[config.mk]
export PLATFORM = sky130hd
export DESIGN_NAME = bj_episode_driver_flat
export DESIGN_NICKNAME = d
export VERILOG_FILES = /design/src/rtl/bj_episode_driver_if.sv /design/src/rtl/bj_episode_driver.sv /design/src/flat_wrapper.sv
export SDC_FILE = /design/constraint.sdc
export NUM_CORES = 1
export LEC_CHECK = 0
export CELL_PAD_IN_SITES_DETAIL_PLACEMENT = 1
export CELL_PAD_IN_SITES_GLOBAL_PLACEMENT = 1
export CORE_UTILIZATION = 38
export CTS_BUF_LIST = sky130_fd_sc_hd__clkbuf_4 sky130_fd_sc_hd__clkbuf_8 sky130_fd_sc_hd__clkbuf_16
export DETAILED_ROUTE_END_ITERATION = 7
export PLACE_DENSITY = 0.9
export SLEW_MARGIN = 20
export SYNTH_ARGS = -nofsm -noshare
export SYNTH_HDL_FRONTEND = slang
export SYNTH_SLANG_ARGS = --single-unit
[constraint.sdc]
create_clock -name i_clk -period 5.89 [get_ports i_clk]
set_input_delay 1.767 -clock i_clk [delete_from_list [all_inputs] [get_ports i_clk]]
set_output_delay 1.767 -clock i_clk [all_outputs]
set_load 0.02 [all_outputs]
[src/rtl/bj_episode_driver_if.sv]
// -----------------------------------------------------------------------------
// bj_episode_driver_if
// Purpose : Bundles the policy-side handshakes (action in, observation out) and
//           the compute-core request/response bus of bj_episode_driver.
//           Signal names keep the driver's point of view: i_* flow into the
//           driver, o_* flow out of it.
// Modports:
//   master - the episode driver (drives o_*, samples i_*)
//   slave  - the environment: policy plus compute core (drives i_*, samples o_*)
// -----------------------------------------------------------------------------
interface bj_episode_driver_if #(
  parameter int STA_WL = 160,
  parameter int OBS_WL = 32,
  parameter int ACT_WL = 1,
  parameter int RWD_WL = 2
);
  // policy action channel
  logic              i_act_valid;
  logic              o_act_ready;
  logic [ACT_WL-1:0] i_act;
  // policy result channel
  logic              o_obs_valid;
  logic              i_obs_ready;
  logic [OBS_WL-1:0] o_obs;
  logic [RWD_WL-1:0] o_rwd;
  logic              o_done;
  // compute core request
  logic              o_core_ena;
  logic [STA_WL-1:0] o_core_sta;
  logic [ACT_WL-1:0] o_core_act;
  // compute core response
  logic [STA_WL-1:0] i_core_sta;
  logic [OBS_WL-1:0] i_core_obs;
  logic [RWD_WL-1:0] i_core_rwd;
  logic              i_core_done;
  logic              i_core_valid;

  modport master (
    input  i_act_valid, i_act, i_obs_ready,
    input  i_core_sta, i_core_obs, i_core_rwd, i_core_done, i_core_valid,
    output o_act_ready, o_obs_valid, o_obs, o_rwd, o_done,
    output o_core_ena, o_core_sta, o_core_act
  );

  modport slave (
    output i_act_valid, i_act, i_obs_ready,
    output i_core_sta, i_core_obs, i_core_rwd, i_core_done, i_core_valid,
    input  o_act_ready, o_obs_valid, o_obs, o_rwd, o_done,
    input  o_core_ena, o_core_sta, o_core_act
  );
endinterface

[src/rtl/bj_episode_driver.sv]
// -----------------------------------------------------------------------------
// bj_episode_driver
// Purpose : Episode-level initiator for the BlackJack compute core. Deals a
//           fresh card state from a 16-bit LFSR at every episode start, shows
//           the initial observation to the policy, forwards each policy action
//           with the current state to the core, and returns the core's
//           observation/reward/done to the policy. Restarts after done.
// Ports   :
//   i_clk    - clock
//   i_rstn   - asynchronous active-low reset
//   i_ena    - run enable (sampled in IDLE and at episode end only)
//   o_ep_cnt - completed-episode counter, wraps
//   bus      - policy handshakes + core request/response (master modport)
// -----------------------------------------------------------------------------
module bj_episode_driver #(
  parameter int          STA_WL              = 160,
  parameter int          OBS_WL              = 32,
  parameter int          CARD_WL             = 4,
  parameter int          PLAYER_MAX_CARD_NUM = 21,
  parameter int          DEALER_MAX_CARD_NUM = 17,
  parameter int          ACT_WL              = 1,
  parameter int          RWD_WL              = 2,
  parameter logic [15:0] SEED                = 16'hACE1  // must be nonzero
) (
  input  logic                 i_clk,
  input  logic                 i_rstn,
  input  logic                 i_ena,
  output logic [15:0]          o_ep_cnt,
  bj_episode_driver_if.master  bus
);

  localparam int NUM_CARDS  = PLAYER_MAX_CARD_NUM + DEALER_MAX_CARD_NUM;
  localparam int CNT_WL     = $clog2(NUM_CARDS + 1);
  // dealer slots start right after the last player slot
  localparam int DEALER_OFS = CARD_WL * PLAYER_MAX_CARD_NUM;

  typedef enum logic [2:0] {
    IDLE,
    DEAL,
    INIT_OBS,
    WAIT_ACT,
    CORE,
    STEP_OBS
  } state_t;

  state_t              state_q, state_d;
  logic [15:0]         lfsr_q, lfsr_d;
  logic [STA_WL-1:0]   sta_q, sta_d;
  logic [CNT_WL-1:0]   cnt_q, cnt_d;
  logic [ACT_WL-1:0]   act_q, act_d;
  logic [OBS_WL-1:0]   obs_q, obs_d;
  logic [RWD_WL-1:0]   rwd_q, rwd_d;
  logic                done_q, done_d;
  logic [15:0]         ep_cnt_q, ep_cnt_d;
  logic                act_ready_q, act_ready_d;
  logic                obs_valid_q, obs_valid_d;
  logic                core_ena_q, core_ena_d;

  // ---------------------------------------------------------------------------
  // Card draw: low nibble of the LFSR, 1..13 accepted, faces clamp to 10.
  // Fibonacci LFSR x^16+x^14+x^13+x^11+1, shifting right with feedback into
  // bit 15 (tap k sits at bit 16-k).
  // ---------------------------------------------------------------------------
  logic [3:0]         draw_r;
  logic               draw_ok;
  logic [CARD_WL-1:0] draw_card;
  logic               lfsr_fb;

  assign draw_r    = lfsr_q[3:0];
  assign draw_ok   = (draw_r != 4'd0) && (draw_r <= 4'd13);
  assign draw_card = (draw_r > 4'd10) ? CARD_WL'(10) : CARD_WL'(draw_r);
  assign lfsr_fb   = lfsr_q[0] ^ lfsr_q[2] ^ lfsr_q[3] ^ lfsr_q[5];

  // ---------------------------------------------------------------------------
  // Initial observation from player slots 0/1 and dealer slot 0. Those slots
  // are already filled on the last deal cycle, so the value can be registered
  // on the same edge that enters INIT_OBS.
  // ---------------------------------------------------------------------------
  logic [CARD_WL-1:0] p0, p1, d0;
  logic [4:0]         hand_sum;
  logic               usable_ace;
  logic [OBS_WL-1:0]  init_obs;

  assign p0 = sta_q[0 +: CARD_WL];
  assign p1 = sta_q[CARD_WL +: CARD_WL];
  assign d0 = sta_q[DEALER_OFS +: CARD_WL];

  always_comb begin
    hand_sum   = 5'(p0) + 5'(p1);
    // an ace counts as 11 only if that does not bust the hand
    usable_ace = ((p0 == CARD_WL'(1)) || (p1 == CARD_WL'(1))) && (hand_sum <= 5'd11);
    init_obs   = '0;
    init_obs[0]                 = usable_ace;
    init_obs[1 +: CARD_WL]      = d0;
    init_obs[CARD_WL + 1 +: 5]  = usable_ace ? (hand_sum + 5'd10) : hand_sum;
  end

  // ---------------------------------------------------------------------------
  // Next-state / datapath
  // ---------------------------------------------------------------------------
  always_comb begin
    state_d  = state_q;
    lfsr_d   = lfsr_q;
    sta_d    = sta_q;
    cnt_d    = '0;
    act_d    = act_q;
    obs_d    = obs_q;
    rwd_d    = rwd_q;
    done_d   = done_q;
    ep_cnt_d = ep_cnt_q;

    unique case (state_q)
      IDLE: begin
        if (i_ena) state_d = DEAL;
      end
      DEAL: begin
        lfsr_d = {lfsr_fb, lfsr_q[15:1]};
        cnt_d  = cnt_q;
        if (draw_ok) begin
          // player and dealer slots are contiguous, so slot index == cnt
          sta_d[cnt_q * CARD_WL +: CARD_WL] = draw_card;
          cnt_d = cnt_q + CNT_WL'(1);
          if (cnt_q == CNT_WL'(NUM_CARDS - 1)) begin
            state_d = INIT_OBS;
            obs_d   = init_obs;
            rwd_d   = '0;
            done_d  = 1'b0;
          end
        end
      end
      INIT_OBS: begin
        if (bus.i_obs_ready) state_d = WAIT_ACT;
      end
      WAIT_ACT: begin
        if (bus.i_act_valid) begin
          act_d   = bus.i_act;
          state_d = CORE;
        end
      end
      CORE: begin
        if (bus.i_core_valid) begin
          sta_d   = bus.i_core_sta;
          obs_d   = bus.i_core_obs;
          rwd_d   = bus.i_core_rwd;
          done_d  = bus.i_core_done;
          state_d = STEP_OBS;
        end
      end
      STEP_OBS: begin
        if (bus.i_obs_ready) begin
          if (done_q) begin
            ep_cnt_d = ep_cnt_q + 16'd1;
            sta_d    = '0;
            state_d  = i_ena ? DEAL : IDLE;
          end else begin
            state_d = WAIT_ACT;
          end
        end
      end
      default: state_d = IDLE;
    endcase

    // handshake flags are registered copies of the next state decode
    act_ready_d = (state_d == WAIT_ACT);
    obs_valid_d = (state_d == INIT_OBS) || (state_d == STEP_OBS);
    core_ena_d  = (state_d == CORE);
  end

  always_ff @(posedge i_clk or negedge i_rstn) begin
    if (!i_rstn) begin
      state_q     <= IDLE;
      lfsr_q      <= SEED;
      sta_q       <= '0;
      cnt_q       <= '0;
      act_q       <= '0;
      obs_q       <= '0;
      rwd_q       <= '0;
      done_q      <= 1'b0;
      ep_cnt_q    <= '0;
      act_ready_q <= 1'b0;
      obs_valid_q <= 1'b0;
      core_ena_q  <= 1'b0;
    end else begin
      state_q     <= state_d;
      lfsr_q      <= lfsr_d;
      sta_q       <= sta_d;
      cnt_q       <= cnt_d;
      act_q       <= act_d;
      obs_q       <= obs_d;
      rwd_q       <= rwd_d;
      done_q      <= done_d;
      ep_cnt_q    <= ep_cnt_d;
      act_ready_q <= act_ready_d;
      obs_valid_q <= obs_valid_d;
      core_ena_q  <= core_ena_d;
    end
  end

  assign bus.o_act_ready = act_ready_q;
  assign bus.o_obs_valid = obs_valid_q;
  assign bus.o_obs       = obs_q;
  assign bus.o_rwd       = rwd_q;
  assign bus.o_done      = done_q;
  assign bus.o_core_ena  = core_ena_q;
  assign bus.o_core_sta  = sta_q;
  assign bus.o_core_act  = act_q;
  assign o_ep_cnt        = ep_cnt_q;

endmodule

[src/flat_wrapper.sv]
// flat-port wrapper written by rule: the top's interface ports become plain ports
module bj_episode_driver_flat 
#(
  parameter int          STA_WL              = 160,
  parameter int          OBS_WL              = 32,
  parameter int          CARD_WL             = 4,
  parameter int          PLAYER_MAX_CARD_NUM = 21,
  parameter int          DEALER_MAX_CARD_NUM = 17,
  parameter int          ACT_WL              = 1,
  parameter int          RWD_WL              = 2,
  parameter logic [15:0] SEED                = 16'hACE1                    
)
  (i_clk, i_rstn, i_ena, o_ep_cnt, bus_i_act_valid, bus_i_act, bus_i_obs_ready, bus_i_core_sta, bus_i_core_obs, bus_i_core_rwd, bus_i_core_done, bus_i_core_valid, bus_o_act_ready, bus_o_obs_valid, bus_o_obs, bus_o_rwd, bus_o_done, bus_o_core_ena, bus_o_core_sta, bus_o_core_act);
  bj_episode_driver_if #(.STA_WL(STA_WL), .OBS_WL(OBS_WL), .ACT_WL(ACT_WL), .RWD_WL(RWD_WL)) bus_i ();
  input  logic i_clk;
  input  logic i_rstn;
  input  logic i_ena;
  output logic [15:0] o_ep_cnt;
  input wire logic [$bits(bus_i.i_act_valid)-1:0] bus_i_act_valid;
  input wire logic [$bits(bus_i.i_act)-1:0] bus_i_act;
  input wire logic [$bits(bus_i.i_obs_ready)-1:0] bus_i_obs_ready;
  input wire logic [$bits(bus_i.i_core_sta)-1:0] bus_i_core_sta;
  input wire logic [$bits(bus_i.i_core_obs)-1:0] bus_i_core_obs;
  input wire logic [$bits(bus_i.i_core_rwd)-1:0] bus_i_core_rwd;
  input wire logic [$bits(bus_i.i_core_done)-1:0] bus_i_core_done;
  input wire logic [$bits(bus_i.i_core_valid)-1:0] bus_i_core_valid;
  output wire logic [$bits(bus_i.o_act_ready)-1:0] bus_o_act_ready;
  output wire logic [$bits(bus_i.o_obs_valid)-1:0] bus_o_obs_valid;
  output wire logic [$bits(bus_i.o_obs)-1:0] bus_o_obs;
  output wire logic [$bits(bus_i.o_rwd)-1:0] bus_o_rwd;
  output wire logic [$bits(bus_i.o_done)-1:0] bus_o_done;
  output wire logic [$bits(bus_i.o_core_ena)-1:0] bus_o_core_ena;
  output wire logic [$bits(bus_i.o_core_sta)-1:0] bus_o_core_sta;
  output wire logic [$bits(bus_i.o_core_act)-1:0] bus_o_core_act;
  assign bus_i.i_act_valid = bus_i_act_valid;
  assign bus_i.i_act = bus_i_act;
  assign bus_i.i_obs_ready = bus_i_obs_ready;
  assign bus_i.i_core_sta = bus_i_core_sta;
  assign bus_i.i_core_obs = bus_i_core_obs;
  assign bus_i.i_core_rwd = bus_i_core_rwd;
  assign bus_i.i_core_done = bus_i_core_done;
  assign bus_i.i_core_valid = bus_i_core_valid;
  assign bus_o_act_ready = bus_i.o_act_ready;
  assign bus_o_obs_valid = bus_i.o_obs_valid;
  assign bus_o_obs = bus_i.o_obs;
  assign bus_o_rwd = bus_i.o_rwd;
  assign bus_o_done = bus_i.o_done;
  assign bus_o_core_ena = bus_i.o_core_ena;
  assign bus_o_core_sta = bus_i.o_core_sta;
  assign bus_o_core_act = bus_i.o_core_act;
  bj_episode_driver #(.STA_WL(STA_WL), .OBS_WL(OBS_WL), .CARD_WL(CARD_WL), .PLAYER_MAX_CARD_NUM(PLAYER_MAX_CARD_NUM), .DEALER_MAX_CARD_NUM(DEALER_MAX_CARD_NUM), .ACT_WL(ACT_WL), .RWD_WL(RWD_WL), .SEED(SEED)) u_core (.i_clk(i_clk), .i_rstn(i_rstn), .i_ena(i_ena), .o_ep_cnt(o_ep_cnt), .bus(bus_i));
endmodule
==> metrics.txt <==
# TYPE chip_impl_metric gauge
chip_impl_info{name="run_status",value="completed"} 1
chip_impl_info{name="most-common-layout-cells",value="clkdlybuf4s50_1 (415), dfrtp_1 (232), mux2_2 (159), nand2_1 (152), a22o_1 (144)"} 1
chip_impl_metric{name="synth_edf_count",unit=""} 0
chip_impl_metric{name="synth_largest_type_area_fraction",unit="%"} 47.38
chip_impl_metric{name="cts_resized",unit=""} 0
chip_impl_metric{name="cts-root-to-sink-buffers",unit=""} 3
chip_impl_metric{name="die-area",unit="sq um"} 32970
chip_impl_metric{name="grt_pass1_vias",unit=""} 12240
chip_impl_metric{name="post_synth.cell_area_avg",unit="sq um"} 10.85
chip_impl_metric{name="initial_core_util",unit="%"} 38.73
chip_impl_metric{name="relSlewSlack",unit="%"} 15.23
chip_impl_metric{name="cts.reportedPaths.clkPinSlew",unit="ps"} 60
chip_impl_metric{name="ys_async_sr_fraction",unit="%"} 100.0
chip_impl_info{name="unrepaired_setup_endpoints_after_global_routing",value="no"} 1
chip_impl_metric{name="synth_seq_area_share",unit="%"} 49.09
chip_impl_info{name="mostFrequentLayoutCell",value="clkdlybuf4s50_1"} 1
chip_impl_metric{name="timing.final.crit_period",unit="ps"} 4102
chip_impl_metric{name="synth.lib_cells_used.distinct",unit=""} 62
chip_impl_metric{name="route.detailed.wl_per_inst",unit="um"} 26.05
chip_impl_metric{name="totalWireLength",unit="um"} 50460
chip_impl_metric{name="global_route.usage.total",unit="%"} 30.19
chip_impl_metric{name="sequential_cell_area",unit="sq um"} 6016
chip_impl_metric{name="max_cap_viol_count",unit=""} 0
chip_impl_info{name="criticalPathCategory",value="reg2reg"} 1
chip_impl_metric{name="gp_congestion",unit=""} 0.8748
chip_impl_info{name="cts_root_buf",value="clkbuf_16"} 1
chip_impl_metric{name="area_occupied_by_multi_input_gates",unit="sq um"} 5941
chip_impl_metric{name="drt-initial-drc-count",unit=""} 763
chip_impl_metric{name="dr.pass1.iters",unit=""} 5
chip_impl_metric{name="final_min_period_over_clock_period",unit="%"} 69.65
chip_impl_metric{name="final.setup.worst_slack",unit="ps"} 1788
chip_impl_metric{name="worst_r2r_path_depth",unit=""} 8
chip_impl_info{name="postSynth.topFlopCell",value="dfrtp_1"} 1
chip_impl_metric{name="pwr_density_cell",unit="nW/um^2"} 205.2
chip_impl_metric{name="number_of_buffers_added_on_ports",unit=""} 416
chip_impl_metric{name="antenna_cell_count",unit=""} 0
chip_impl_metric{name="layout.core_utilization",unit="%"} 55.99
chip_impl_metric{name="core-area",unit="sq um"} 31640
chip_impl_metric{name="fillerInstances",unit=""} 3356
chip_impl_metric{name="warning_count_from_the_yosys_run",unit=""} 0
chip_impl_metric{name="path_buf_inv",unit=""} 2
chip_impl_metric{name="highest_achievable_clock_rate",unit="GHz"} 0.2438
chip_impl_metric{name="hold_viol",unit=""} 0
chip_impl_info{name="worst_setup_path_end_kind",value="flip-flop"} 1
chip_impl_metric{name="routed_vias",unit=""} 11160
chip_impl_metric{name="dp_hpwl",unit="um"} 36690
chip_impl_metric{name="grt_start_max_net_pins",unit=""} 195
chip_impl_metric{name="syn_nets",unit=""} 1343
chip_impl_metric{name="drt_drc_violations_left",unit=""} 0
chip_impl_metric{name="timing.critical_path.arrival",unit="ps"} 4530
chip_impl_metric{name="worstPathRequired",unit="ps"} 6320
chip_impl_metric{name="synthesized_instance_count",unit=""} 1129
chip_impl_metric{name="grt_antenna_before_repair",unit=""} 0
chip_impl_info{name="worst_path_dominant_cell_family",value="compound AO/OA/AOI/OAI gates"} 1
chip_impl_metric{name="crit_cells",unit=""} 8
chip_impl_metric{name="flow.area_growth_from_synthesis",unit="%"} 44.56
chip_impl_metric{name="timing.critical_path.fanout_max",unit=""} 21
chip_impl_info{name="hold_path.class",value="reg2reg"} 1
chip_impl_metric{name="post_synth_instance_area",unit="sq um"} 12250
chip_impl_metric{name="post_cts_hold_buffer_count",unit=""} 0
chip_impl_info{name="cts_tree",value="done"} 1
chip_impl_metric{name="setup_viol",unit=""} 0
chip_impl_metric{name="post_route_cells_drive_above_1_share",unit="%"} 16.87
chip_impl_metric{name="min_path_cells",unit=""} 2
chip_impl_metric{name="worst-slew-pin-transition",unit="ps"} 1272
chip_impl_metric{name="cts_inserted_buffers",unit=""} 28
chip_impl_metric{name="grt_pass1_wl",unit="um"} 75640
chip_impl_metric{name="crit_path_max_incr_delay",unit="ps"} 830
chip_impl_metric{name="peakVddDrop",unit="mV"} 0.2026
chip_impl_metric{name="die_height",unit="um"} 181.6
chip_impl_metric{name="p_leak",unit="nW"} 7.750
chip_impl_info{name="critical_path.cell_chain",value="inv_1, ha_1, clkinv_1, and3_1, a32o_1, a21o_1, nand2_1, mux2_2"} 1
chip_impl_metric{name="pin_count",unit=""} 417
chip_impl_info{name="critical_path.startpoint_type",value="flip-flop"} 1
chip_impl_metric{name="h-tree-depth",unit=""} 1
chip_impl_metric{name="worst_skew_pair.late_latency",unit="ps"} 550
chip_impl_info{name="synth_largest_area_cell",value="dfrtp_1"} 1
chip_impl_info{name="post_synth_main_area_contributors",value="dfrtp_1 (47%), mux2_2 (15%), a22o_1 (10%)"} 1
chip_impl_info{name="timing.critical_path.slowest_stage_cell",value="ha_1"} 1
chip_impl_metric{name="number_of_storage_elements_in_the_synthesis_netlist",unit=""} 240
chip_impl_metric{name="number_of_nets_in_the_finished_design",unit=""} 1729
chip_impl_metric{name="detail_route.vias_per_cell",unit=""} 5.763
chip_impl_metric{name="minimum_setup_slack_after_placement",unit="ps"} 1593
chip_impl_metric{name="rows",unit=""} 65
chip_impl_metric{name="worst_clock_skew",unit="ps"} 18.24
chip_impl_metric{name="cts_post_setup_buffers_inserted",unit=""} 0
chip_impl_metric{name="antenna_left",unit=""} 0
chip_impl_metric{name="fp.dieW",unit="um"} 181.6
chip_impl_metric{name="max_slew_vio_count",unit=""} 0
chip_impl_metric{name="grt_overflow_total",unit=""} 0
chip_impl_metric{name="timing.setup.tns",unit="ps"} 0
chip_impl_metric{name="tritoncts_num_sinks",unit=""} 240
==> final cells by class <==
type | instances | area share (%)
Sequential cell | 240 | 33.96
Multi-Input combinational cell | 806 | 33.54
Timing Repair Buffer | 424 | 24.01
Clock buffer | 47 | 5.107
Tap cell | 402 | 2.839
Inverter | 15 | 0.3178
Clock inverter | 3 | 0.2260
==> path summary, 6_finish.rpt <==
check | startpoint | end | slack [ps]
max | u_core.cnt_q[0]$_DFFE_PN0P_ | flip-flop | 1790
min | u_core.lfsr_q[6]$_DFFE_PN1P_ | u_core.lfsr_q[6]$_DFFE_PN1P_ | 460
max reg2reg | u_core.cnt_q[0]$_DFFE_PN0P_ | flip-flop | 1790
min reg2reg | u_core.lfsr_q[6]$_DFFE_PN1P_ | u_core.lfsr_q[6]$_DFFE_PN1P_ | 460
max in group asynchronous | i_rstn | u_core.bus.o_obs[11]$_DFFE_PN0P_ | 3420
min in group asynchronous | i_rstn | u_core.bus.o_obs[20]$_DFFE_PN0P_ | 1250
==> metal layers <==
layer	vias up	global-route usage, %	wire length, um
li1	4866	-	-
met1	5637	34.21	19090
met2	524	52.22	24860
met3	136	8.083	3749
met4	0	15.42	2758
met5	-	0	0
==> cell families after synthesis <==
logic type	Yosys count	share of synthesized area (%)
adder cells (fa/ha/maj)	12	1.286
buffers and inverters	83	2.828
flip-flops	240	49.09
multiplexers	167	15.31
AO/OA/AOI/OAI	256	16.32
AND/OR/NAND/NOR	344	13.24
XOR/XNOR	27	1.930
==> worst register-to-register path, stage by stage (launching register included) <==
cell,delay [ps]
dfrtp_1,680
inv_1,210
ha_1,830
clkinv_1,570
and3_1,330
a32o_1,540
a21o_1,290
nand2_1,160
mux2_2,380
==> power breakdown <==
group	total [mW]	switching, mW	internal [mW]
Combinational	0.198	0.0743	0.123
Sequential	1.65	0.00263	1.65
Clock	1.78	0.703	1.08
Total	3.63	0.780	2.85
==> synth_stat cells (6+ instances only) <==
master      n
mux2_2    159
nor2_1     65
nand3_1    40
nor2b_1     7
dfrtp_1   232
dfstp_2     8
clkbuf_1   39
o21ai_0    34
a21oi_1    27
and2_1      8
nand2_1   152
o21ai_1     8
ha_1       11
nor3_1     13
a31oi_1     7
buf_2      22
xnor2_1    19
a22o_1    144
nand2b_1   10
a21o_1      6
xor2_1      8
a32o_1      7
inv_1      14
nand4_1     9
and3_1     11
==> through the flow <==
step / instance area [sq um] / instances / hold slack (ps) / power [mW]
global route: 17710 / 1937 / 469.8 / 3.728
CTS: 17710 / 1937 / 460.6 / 3.662
finish: 17710 / 1937 / 462.7 / 3.634
global placement: 16750 / 1887 / 444.5 / 1.876
detailed placement: 16760 / 1887 / 450.3 / 1.880
floorplan: 12250 / 1129 / 434.6 / 1.695
(Power assumes the default switching activity.)
